<file path="src/rtl/seg7_count_monitor_if.sv">
// Two-digit 7-segment display bus plus the checker's decoded status outputs.
// The display driver side is the master, the checker is the slave.
interface seg7_count_monitor_if;
  logic [6:0] digit1;
  logic [6:0] digit0;
  logic [3:0] tens;
  logic [3:0] ones;
  logic       code_ok;
  logic       step_ok;
  logic       seq_err;
  logic [7:0] err_count;
  logic       stall;
  logic       fault;

  modport master (
    output digit1, digit0,
    input  tens, ones, code_ok, step_ok, seq_err, err_count, stall, fault
  );

  modport slave (
    input  digit1, digit0,
    output tens, ones, code_ok, step_ok, seq_err, err_count, stall, fault
  );
endinterface

</file>
<file path="src/rtl/seg7_count_monitor.sv">
// Receive-side checker for a two-digit 7-segment counter display: decodes both
// digits, verifies single +1 steps with wrap, counts errors and flags stalls.
module seg7_count_monitor #(
  parameter int MAX_COUNT   = 99,
  parameter int STALL_LIMIT = 1000,
  parameter int ERR_LIMIT   = 4
) (
  input  logic                clock,
  input  logic                reset,
  seg7_count_monitor_if.slave mon
);
  localparam int              TW      = $clog2(STALL_LIMIT + 1);
  localparam logic [6:0]      MAX_V   = 7'(MAX_COUNT);
  localparam logic [TW-1:0]   STALL_V = TW'(STALL_LIMIT);
  localparam logic [7:0]      ERR_V   = 8'(ERR_LIMIT);

  // Fault is sticky, but tracking carries on underneath it, hence two fault states.
  typedef enum logic [1:0] {
    ST_SYNC        = 2'd0,
    ST_TRACK       = 2'd1,
    ST_FAULT_SYNC  = 2'd2,
    ST_FAULT_TRACK = 2'd3
  } state_t;

  function automatic logic [4:0] seg_decode(input logic [6:0] seg);
    case (seg)
      7'h3F:   seg_decode = {1'b1, 4'd0};
      7'h06:   seg_decode = {1'b1, 4'd1};
      7'h5B:   seg_decode = {1'b1, 4'd2};
      7'h4F:   seg_decode = {1'b1, 4'd3};
      7'h66:   seg_decode = {1'b1, 4'd4};
      7'h6D:   seg_decode = {1'b1, 4'd5};
      7'h7D:   seg_decode = {1'b1, 4'd6};
      7'h07:   seg_decode = {1'b1, 4'd7};
      7'h7F:   seg_decode = {1'b1, 4'd8};
      7'h6F:   seg_decode = {1'b1, 4'd9};
      default: seg_decode = 5'd0;
    endcase
  endfunction

  logic [6:0]      seg_bus [2];
  logic [1:0][3:0] dec_val;
  logic [1:0]      dec_ok;

  assign seg_bus[0] = mon.digit0;
  assign seg_bus[1] = mon.digit1;

  genvar gi;
  generate
    for (gi = 0; gi < 2; gi++) begin : g_dec
      assign {dec_ok[gi], dec_val[gi]} = seg_decode(seg_bus[gi]);
    end
  endgenerate

  state_t        state_reg, state_next;
  logic [6:0]    prev_reg, prev_next;
  logic [TW-1:0] timer_reg, timer_next;
  logic          stall_reg, stall_next;
  logic [3:0]    tens_reg, tens_next;
  logic [3:0]    ones_reg, ones_next;
  logic          code_ok_reg, code_ok_next;
  logic          step_ok_reg, step_ok_next;
  logic          seq_err_reg, seq_err_next;
  logic [7:0]    err_count_reg, err_count_next;

  logic [6:0] value;
  logic [6:0] expected;
  logic       value_legal;
  logic       tracking;
  logic       in_fault;
  logic       track_next;
  logic       fault_next;
  logic       err_hit;

  // A legally coded value above MAX_COUNT is still treated as an illegal code.
  assign value       = 7'(dec_val[1]) * 7'd10 + 7'(dec_val[0]);
  assign value_legal = (&dec_ok) && (value <= MAX_V);
  assign expected    = (prev_reg == MAX_V) ? 7'd0 : prev_reg + 7'd1;
  assign tracking    = (state_reg == ST_TRACK) || (state_reg == ST_FAULT_TRACK);
  assign in_fault    = (state_reg == ST_FAULT_SYNC) || (state_reg == ST_FAULT_TRACK);

  always_ff @(posedge clock) begin
    if (reset) begin
      state_reg     <= ST_SYNC;
      prev_reg      <= '0;
      timer_reg     <= '0;
      stall_reg     <= 1'b0;
      tens_reg      <= '0;
      ones_reg      <= '0;
      code_ok_reg   <= 1'b0;
      step_ok_reg   <= 1'b0;
      seq_err_reg   <= 1'b0;
      err_count_reg <= '0;
    end else begin
      state_reg     <= state_next;
      prev_reg      <= prev_next;
      timer_reg     <= timer_next;
      stall_reg     <= stall_next;
      tens_reg      <= tens_next;
      ones_reg      <= ones_next;
      code_ok_reg   <= code_ok_next;
      step_ok_reg   <= step_ok_next;
      seq_err_reg   <= seq_err_next;
      err_count_reg <= err_count_next;
    end
  end

  always_comb begin
    state_next     = state_reg;
    prev_next      = prev_reg;
    timer_next     = timer_reg;
    stall_next     = stall_reg;
    step_ok_next   = 1'b0;
    seq_err_next   = 1'b0;
    err_count_next = err_count_reg;
    track_next     = tracking;
    fault_next     = in_fault;
    err_hit        = 1'b0;

    // Each digit holds its last good value independently.
    tens_next    = dec_ok[1] ? dec_val[1] : tens_reg;
    ones_next    = dec_ok[0] ? dec_val[0] : ones_reg;
    code_ok_next = &dec_ok;

    if (!tracking) begin
      if (value_legal) begin
        prev_next  = value;
        track_next = 1'b1;
        timer_next = '0;
        stall_next = 1'b0;
      end
    end else if (!value_legal) begin
      seq_err_next = 1'b1;
      err_hit      = 1'b1;
      track_next   = 1'b0;
      timer_next   = '0;
      stall_next   = 1'b0;
    end else if (value == prev_reg) begin
      if (timer_reg != STALL_V) begin
        timer_next = timer_reg + 1'b1;
      end
      stall_next = (timer_next == STALL_V);
    end else if (value == expected) begin
      step_ok_next = 1'b1;
      prev_next    = value;
      timer_next   = '0;
      stall_next   = 1'b0;
    end else begin
      seq_err_next = 1'b1;
      err_hit      = 1'b1;
      prev_next    = value;
      timer_next   = '0;
      stall_next   = 1'b0;
    end

    if (err_hit && (err_count_reg != 8'hFF)) begin
      err_count_next = err_count_reg + 8'd1;
    end
    if (err_hit && (err_count_next >= ERR_V)) begin
      fault_next = 1'b1;
    end

    case ({fault_next, track_next})
      2'b00:   state_next = ST_SYNC;
      2'b01:   state_next = ST_TRACK;
      2'b10:   state_next = ST_FAULT_SYNC;
      default: state_next = ST_FAULT_TRACK;
    endcase
  end

  assign mon.tens      = tens_reg;
  assign mon.ones      = ones_reg;
  assign mon.code_ok   = code_ok_reg;
  assign mon.step_ok   = step_ok_reg;
  assign mon.seq_err   = seq_err_reg;
  assign mon.err_count = err_count_reg;
  assign mon.stall     = stall_reg;
  assign mon.fault     = in_fault;
endmodule
</file>
<file path="src/flat_wrapper.sv">
// flat-port wrapper written by rule: the top's interface ports become plain ports
module seg7_count_monitor_flat 
#(
  parameter int MAX_COUNT   = 99,
  parameter int STALL_LIMIT = 1000,
  parameter int ERR_LIMIT   = 4
)
  (clock, reset, mon_digit1, mon_digit0, mon_tens, mon_ones, mon_code_ok, mon_step_ok, mon_seq_err, mon_err_count, mon_stall, mon_fault);
  seg7_count_monitor_if mon_i ();
  input  logic clock;
  input  logic reset;
  input wire logic [$bits(mon_i.digit1)-1:0] mon_digit1;
  input wire logic [$bits(mon_i.digit0)-1:0] mon_digit0;
  output wire logic [$bits(mon_i.tens)-1:0] mon_tens;
  output wire logic [$bits(mon_i.ones)-1:0] mon_ones;
  output wire logic [$bits(mon_i.code_ok)-1:0] mon_code_ok;
  output wire logic [$bits(mon_i.step_ok)-1:0] mon_step_ok;
  output wire logic [$bits(mon_i.seq_err)-1:0] mon_seq_err;
  output wire logic [$bits(mon_i.err_count)-1:0] mon_err_count;
  output wire logic [$bits(mon_i.stall)-1:0] mon_stall;
  output wire logic [$bits(mon_i.fault)-1:0] mon_fault;
  assign mon_i.digit1 = mon_digit1;
  assign mon_i.digit0 = mon_digit0;
  assign mon_tens = mon_i.tens;
  assign mon_ones = mon_i.ones;
  assign mon_code_ok = mon_i.code_ok;
  assign mon_step_ok = mon_i.step_ok;
  assign mon_seq_err = mon_i.seq_err;
  assign mon_err_count = mon_i.err_count;
  assign mon_stall = mon_i.stall;
  assign mon_fault = mon_i.fault;
  seg7_count_monitor #(.MAX_COUNT(MAX_COUNT), .STALL_LIMIT(STALL_LIMIT), .ERR_LIMIT(ERR_LIMIT)) u_core (.clock(clock), .reset(reset), .mon(mon_i));
endmodule
</file>
<file path="config.mk">
export PLATFORM = sky130hd
export DESIGN_NAME = seg7_count_monitor_flat
export DESIGN_NICKNAME = d
export VERILOG_FILES = /design/src/rtl/seg7_count_monitor_if.sv /design/src/rtl/seg7_count_monitor.sv /design/src/flat_wrapper.sv
export SDC_FILE = /design/constraint.sdc
export NUM_CORES = 1
export LEC_CHECK = 0
export ABC_CLOCK_PERIOD_IN_PS = 14600
export BUFFER_PORTS_ARGS = -buffer_cell sky130_fd_sc_hd__buf_2
export CAP_MARGIN = 20
export CORE_ASPECT_RATIO = 1.4
export CORE_MARGIN = 2
export CORE_UTILIZATION = 45
export CTS_CLUSTER_DIAMETER = 50
export CTS_CLUSTER_SIZE = 16
export DETAILED_ROUTE_END_ITERATION = 7
export HOLD_SLACK_MARGIN = 0.06
export SYNTH_ARGS = -nofsm -noshare
export SYNTH_HDL_FRONTEND = slang
export SYNTH_SLANG_ARGS = --single-unit
export TNS_END_PERCENT = 10
</file>
<file path="constraint.sdc">
create_clock -name clock -period 14.6 [get_ports clock]
set_input_delay 2.19 -clock clock [delete_from_list [all_inputs] [get_ports clock]]
set_output_delay 2.19 -clock clock [all_outputs]
set_load 0.01 [all_outputs]
</file>
After elaboration in Yosys (flattened, before gate mapping)
Index checks and enable logic that the tools add are counted.
Cells by class
  add/subtract/negate cells: 4
  multiply operators: 1
  order comparisons: 2
  equal/unequal tests: 32
  muxes and demuxes: 28
  bitwise operators: 2
  reduce and logical (&&, ||, !) cells: 10
Operators by type and width (number)
  equality test 7 bit, second input constant: 15
  one-hot mux 5 bit (10 select lines): 2
  two-way mux 10 bit: 8
  two-way mux 7 bit: 5
  equality test 7 x 3 -> 1 bit, second input constant: 4
  equality test 7 x 6 -> 1 bit, second input constant: 2
  equality test 7 bit: 2
  two-way mux 1 bit: 11
  adder 10 x 1 -> 10 bit, second input constant: 1
  equality test 10 bit, second input constant: 1
  inequality test 10 bit, second input constant: 1
  adder 8 x 1 -> 8 bit, second input constant: 1
  >= comparator 8 x 3 -> 1 bit, second input constant: 1
  two-way mux 8 bit: 1
  inequality test 8 bit, second input constant: 1
  adder 7 x 1 -> 7 bit, second input constant: 1
  adder 7 x 4 -> 7 bit: 1
  <= comparator 7 bit, second input constant: 1
  equality test 2 bit, second input constant: 3
  multiplier 4 x 3 -> 6 bit, second input constant: 1
  one-hot mux 2 bit (3 select lines): 1
  equality test 2 x 1 -> 1 bit, second input constant: 2
  AND reduction 2 bit: 2
  OR reduction 4 bit: 1
  6 further kinds: 10
Storage, ports and cells
  flip-flop bits (word level): 39
  output and inout bits: 21

Logic depth before layout (Yosys ltp)
  word-level depth: 16
  mapped depth: 18
  mapped depth without buffers: 16

Least setup slack after synthesis
OpenSTA, ideal clock, no wires.
  path kind: input port to flip-flop
  start point: input mon_digit1[3]
  end point: register u_core.state_reg[1]
  arrival time: 6.032 ns
  required time: 14.475 ns
  path slack: 8.443 ns
  cell stages on the path: 17
  buffers on the path: 2
  cells stage by stage: buf_2 -> xor2_1 -> o22a_1 -> o31ai_1 -> ha_1 -> ha_1 -> fa_1 -> nand2_1 -> a21oi_1 -> xnor3_1 -> xnor2_1 -> or3_1 -> a21boi_4 -> buf_6 -> o21ai_1 -> o41a_1 -> o41a_1
RTL lines
  start, declared: line flat_wrapper.sv:12  | input wire logic [$bits(mon_i.digit1)-1:0] mon_digit1;
  end signal, assigned: line seg7_count_monitor.sv:95  | state_reg <= state_next;
  end, declared: line seg7_count_monitor.sv:55  | state_t state_reg, state_next;

==> metrics.md <==
| Metric | Value |
|---|---|
| Status | finished clean |
| DP Worst Slack | between 8 and 9 ns |
| Max Root-Sink Buffers | 2 |
| Power Density | between 60 and 70 nW/um^2 |
| Height of the die | around 96 um |
| Setup Fix Bufs, Post-CTS | 0 |
| Syn Nets | between 300 and 400 |
| Area fraction of the dominant cell type after synthesis | 0.2885 |
| Hold Path Origin | u_core.mon.stall |
| Kind of critical path | input port to register |
| Endpoints failing hold | 0 |
| Tcrit/Tclk final | 0.4287 |
| Remaining DRCs | 0 |
| Critical Path Fanout Max | 15 |
| Yosys warning count | 0 |
| Fin util | 0.5143 |
| Startpoint Class | input port |
| Synthesized area | about 2700 sq um |
| GRT overflow | 0 |
| Worst setup margin | 8.341 ns |
| Sequential share of the synthesized area | 0.2885 |
| Drt first pass iters | 5 |
| TritonCTS clock tree | yes |
| First-pass GRT wire length | ~10000 um |
| Hold Path Stages | 2 |
| Clk_skew | 0.006250 ns |
| Most frequent CP cell | ha_1 |
| Final setup vio count | 0 |
| Count of different cell masters after synthesis | 64 |
| Clock latency on the worst-skew pair | 0.29 ns |
| Worst Hold Endpoint | u_core.mon.stall |
| Worst vdd ir | 0.00003949 V |
| Clock Sink Count | 39 |
| R2R Setup Slk | 11.66 ns |
| Die width | approximately 70 um |
| All-Layer GR Usage | 0.1863 |
| PortBufs | 36 |
| DRT iter0 DRCs | 125 |
| Antenna violations before repair | 0 |
| R2R Path Start | u_core.prev_reg[0] |
| Vias | between 2000 and 2500 |
| Worst-Margin Slew | between 0.7 and 0.8 ns |
| Final GP Congestion | approximately 0.85 |
| Routed Antenna Nets | 0 |
| Hold Slack | approximately 0.45 ns |
| CTS clk-pin slew, worst paths | approximately 0.080 ns |
| Top-count cell post-synth | dfxtp_1 |
| Leakage Power | 1.133 nW |
| Critical Path RT | between 10 and 15 ns |
| Reg2reg end | u_core.state_reg[1] |
| Post-synth EDFFs | 0 |
| Max_cap viols | 0 |
| Top FF cell, synth | dfxtp_1 |
| N_diodes | 0 |
| Final #Nets | 391 |
| Slowest cell delay on critical path | between 0.5 and 0.6 ns |
| Setup_tns | 0 ns |
| Share of cells above drive strength 1 | 0.1593 |
| WP data arrival | ~6.4 ns |
| Mean area per synthesized cell | 8.055 sq um |
| Setup crit end kind | register |
| Tmin final | 6.259 ns |
| Top post-synthesis cells by count | 39 x dfxtp_1, 37 x nor2_1, 31 x a21oi_1, 20 x nand2_1, 20 x o21ai_0 |
| Clk root buf | clkbuf_8 |
| Core area | around 5800 sq um |
| Relative slew slack | 0.5323 |
| Post-synthesis cell count | approximately 340 |
| DR vias/cell | 5.730 |
| Number of CTS-inserted buffers | 5 |
| Synth async-reset ratio | 0 |
| Post-cts repair resize count | 0 |
| Initial Utilization | 0.4649 |
| Largest net degree at the start of global routing | 38 |
| Unrepaired setup endpoints after global routing | no |
| Synth area leader | dfxtp_1 |
| Hold WC Path Type | register to register |
| CP max stage cell | fa_1 |
| Vias in the first global route | between 2000 and 2500 |
| Number of cell rows | 33 |
| Wirelength, routed | roughly 6000 um |
| WL per Instance | ~14 um |
| FMAX | approximately 0.16 GHz |
| Die area | around 6700 sq um |
| H-tree depth | 2 |
| Synthesis-to-layout area growth | 10.63% |
| I/O pin cnt | 37 |
| Crit path cell chain | buf_2, nand2b_1, o22a_1, o31ai_1, ha_1, ha_1, fa_1, nand2_1, a21oi_1, xnor3_1, xnor2_1, or3_1, a21boi_4, o21a_1, o22ai_1, o41a_1 |
| Number of flip-flops in the largest register | 10 |
| Hold_buf cts | 0 |
| R2r worst-path depth | 10 |
| Detailed placer's ending HPWL | between 4000 and 5000 um |
| Ranking of synthesized cells by area | dfxtp_1 29%, xnor2_1 5.8%, a21oi_1 5.7%, nor2_1 5.1%, ha_1 4.6% |
| Max Slew Vio Count | 0 |
| #FFs+latches synth | 39 |
routing by layer:
layer | global-route usage | up-vias | part of all wire
met5 | 0 | - | 0
met4 | 0.06536 | 0 | 0.019
met3 | 0.02827 | 11 | 0.029
met2 | 0.3454 | 52 | 0.50
met1 | 0.2186 | 1166 | 0.45
li1 | - | 1258 | -
cell type report:
cell class,count,area (sq um)
clock buffers,5,68.82
clock inverters,3,20.02
flip-flops and latches,39,780.7
multi-input cells,268,1808
inverters,13,48.80
well taps,70,87.58
fillers,574,2828
repair buffers,36,180.2
kinds of logic after synthesis:
kind of cell | count (synthesis) | synth area share
adders and majority gates | 12 | 0.06103
AOI/OAI and AO/OA | 78 | 0.1789
buffers and inverters | 29 | 0.04346
xor gates and xnor gates | 30 | 0.1077
muxes | 7 | 0.02635
and+or+nand+nor | 141 | 0.2940
DFF | 39 | 0.2885
stage by stage:
step / area [sq um] / std cells / power (mW)
floorplan: 2706 / 336 / 0.1225
global placement: 2905 / 426 / 0.1293
detailed placement: 2905 / 426 / 0.1294
CTS: 2994 / 434 / 0.2034
global route: 2994 / 434 / 0.2099
finish: 2994 / 434 / 0.2017
worst max-delay path, delay by kind of cell:
| family | cells | cell delay, ns |
|---|---|---|
| and+or+nand+nor | 3 | 0.68 |
| buffers and inverters | 1 | 0.13 |
| xor gates and xnor gates | 2 | 0.49 |
| AOI/OAI and AO/OA | 7 | 1.86 |
| adders and majority gates | 3 | 1.10 |
placed cells by master (no fill, tap or decap), types with 2 or more instances in the layout:
master / synthesis / routed
o21a_1: 4 / 4
o41a_1: 2 / 2
nand3_1: 15 / 15
nand4_1: 9 / 9
and3_1: 2 / 2
mux2i_1: 6 / 6
a21oi_1: 31 / 31
o21ai_0: 20 / 20
nand3b_1: 2 / 2
and2_1: 2 / 2
dfxtp_1: 39 / 39
nor2b_1: 7 / 7
a31oi_1: 2 / 2
nor4_1: 5 / 5
nand4b_1: 6 / 6
fa_1: 2 / 2
buf_2: 1 / 36
clkbuf_8: 0 / 5
inv_1: 13 / 13
nor3_1: 6 / 6
or3_1: 5 / 5
xor2_1: 10 / 10
nand2_1: 20 / 20
xnor2_1: 18 / 18
a2111oi_0: 2 / 2
ha_1: 10 / 10
nor3b_1: 5 / 5
or2_2: 2 / 2
nor4b_1: 2 / 2
clkinvlp_4: 0 / 2
o22ai_1: 2 / 2
nand2b_1: 4 / 4
nor2_1: 37 / 37
report_power, final:
part           switching, mW  leakage, nW  internal, mW
logic                 0.0124        0.779       0.00730
registers           0.000334        0.314         0.107
clock network         0.0415       0.0402        0.0333
total                 0.0543         1.13         0.147
worst max-delay path by stage:
| stage | start | endpoint | slack (ns) |
|---|---|---|---|
| after detailed placement | mon_digit1[4] | u_core.state_reg[1] | 8.01 |
| after global routing | mon_digit1[4] | u_core.timer_reg[2] | 8.06 |
| after CTS | mon_digit1[4] | u_core.state_reg[1] | 8.36 |
| final | mon_digit1[4] | u_core.state_reg[1] | 8.34 |
| after global placement | mon_digit1[4] | u_core.state_reg[1] | 8.16 |
| after floorplan | mon_digit1[3] | u_core.state_reg[1] | 8.44 |
Power figures use the tool's default switching activity.
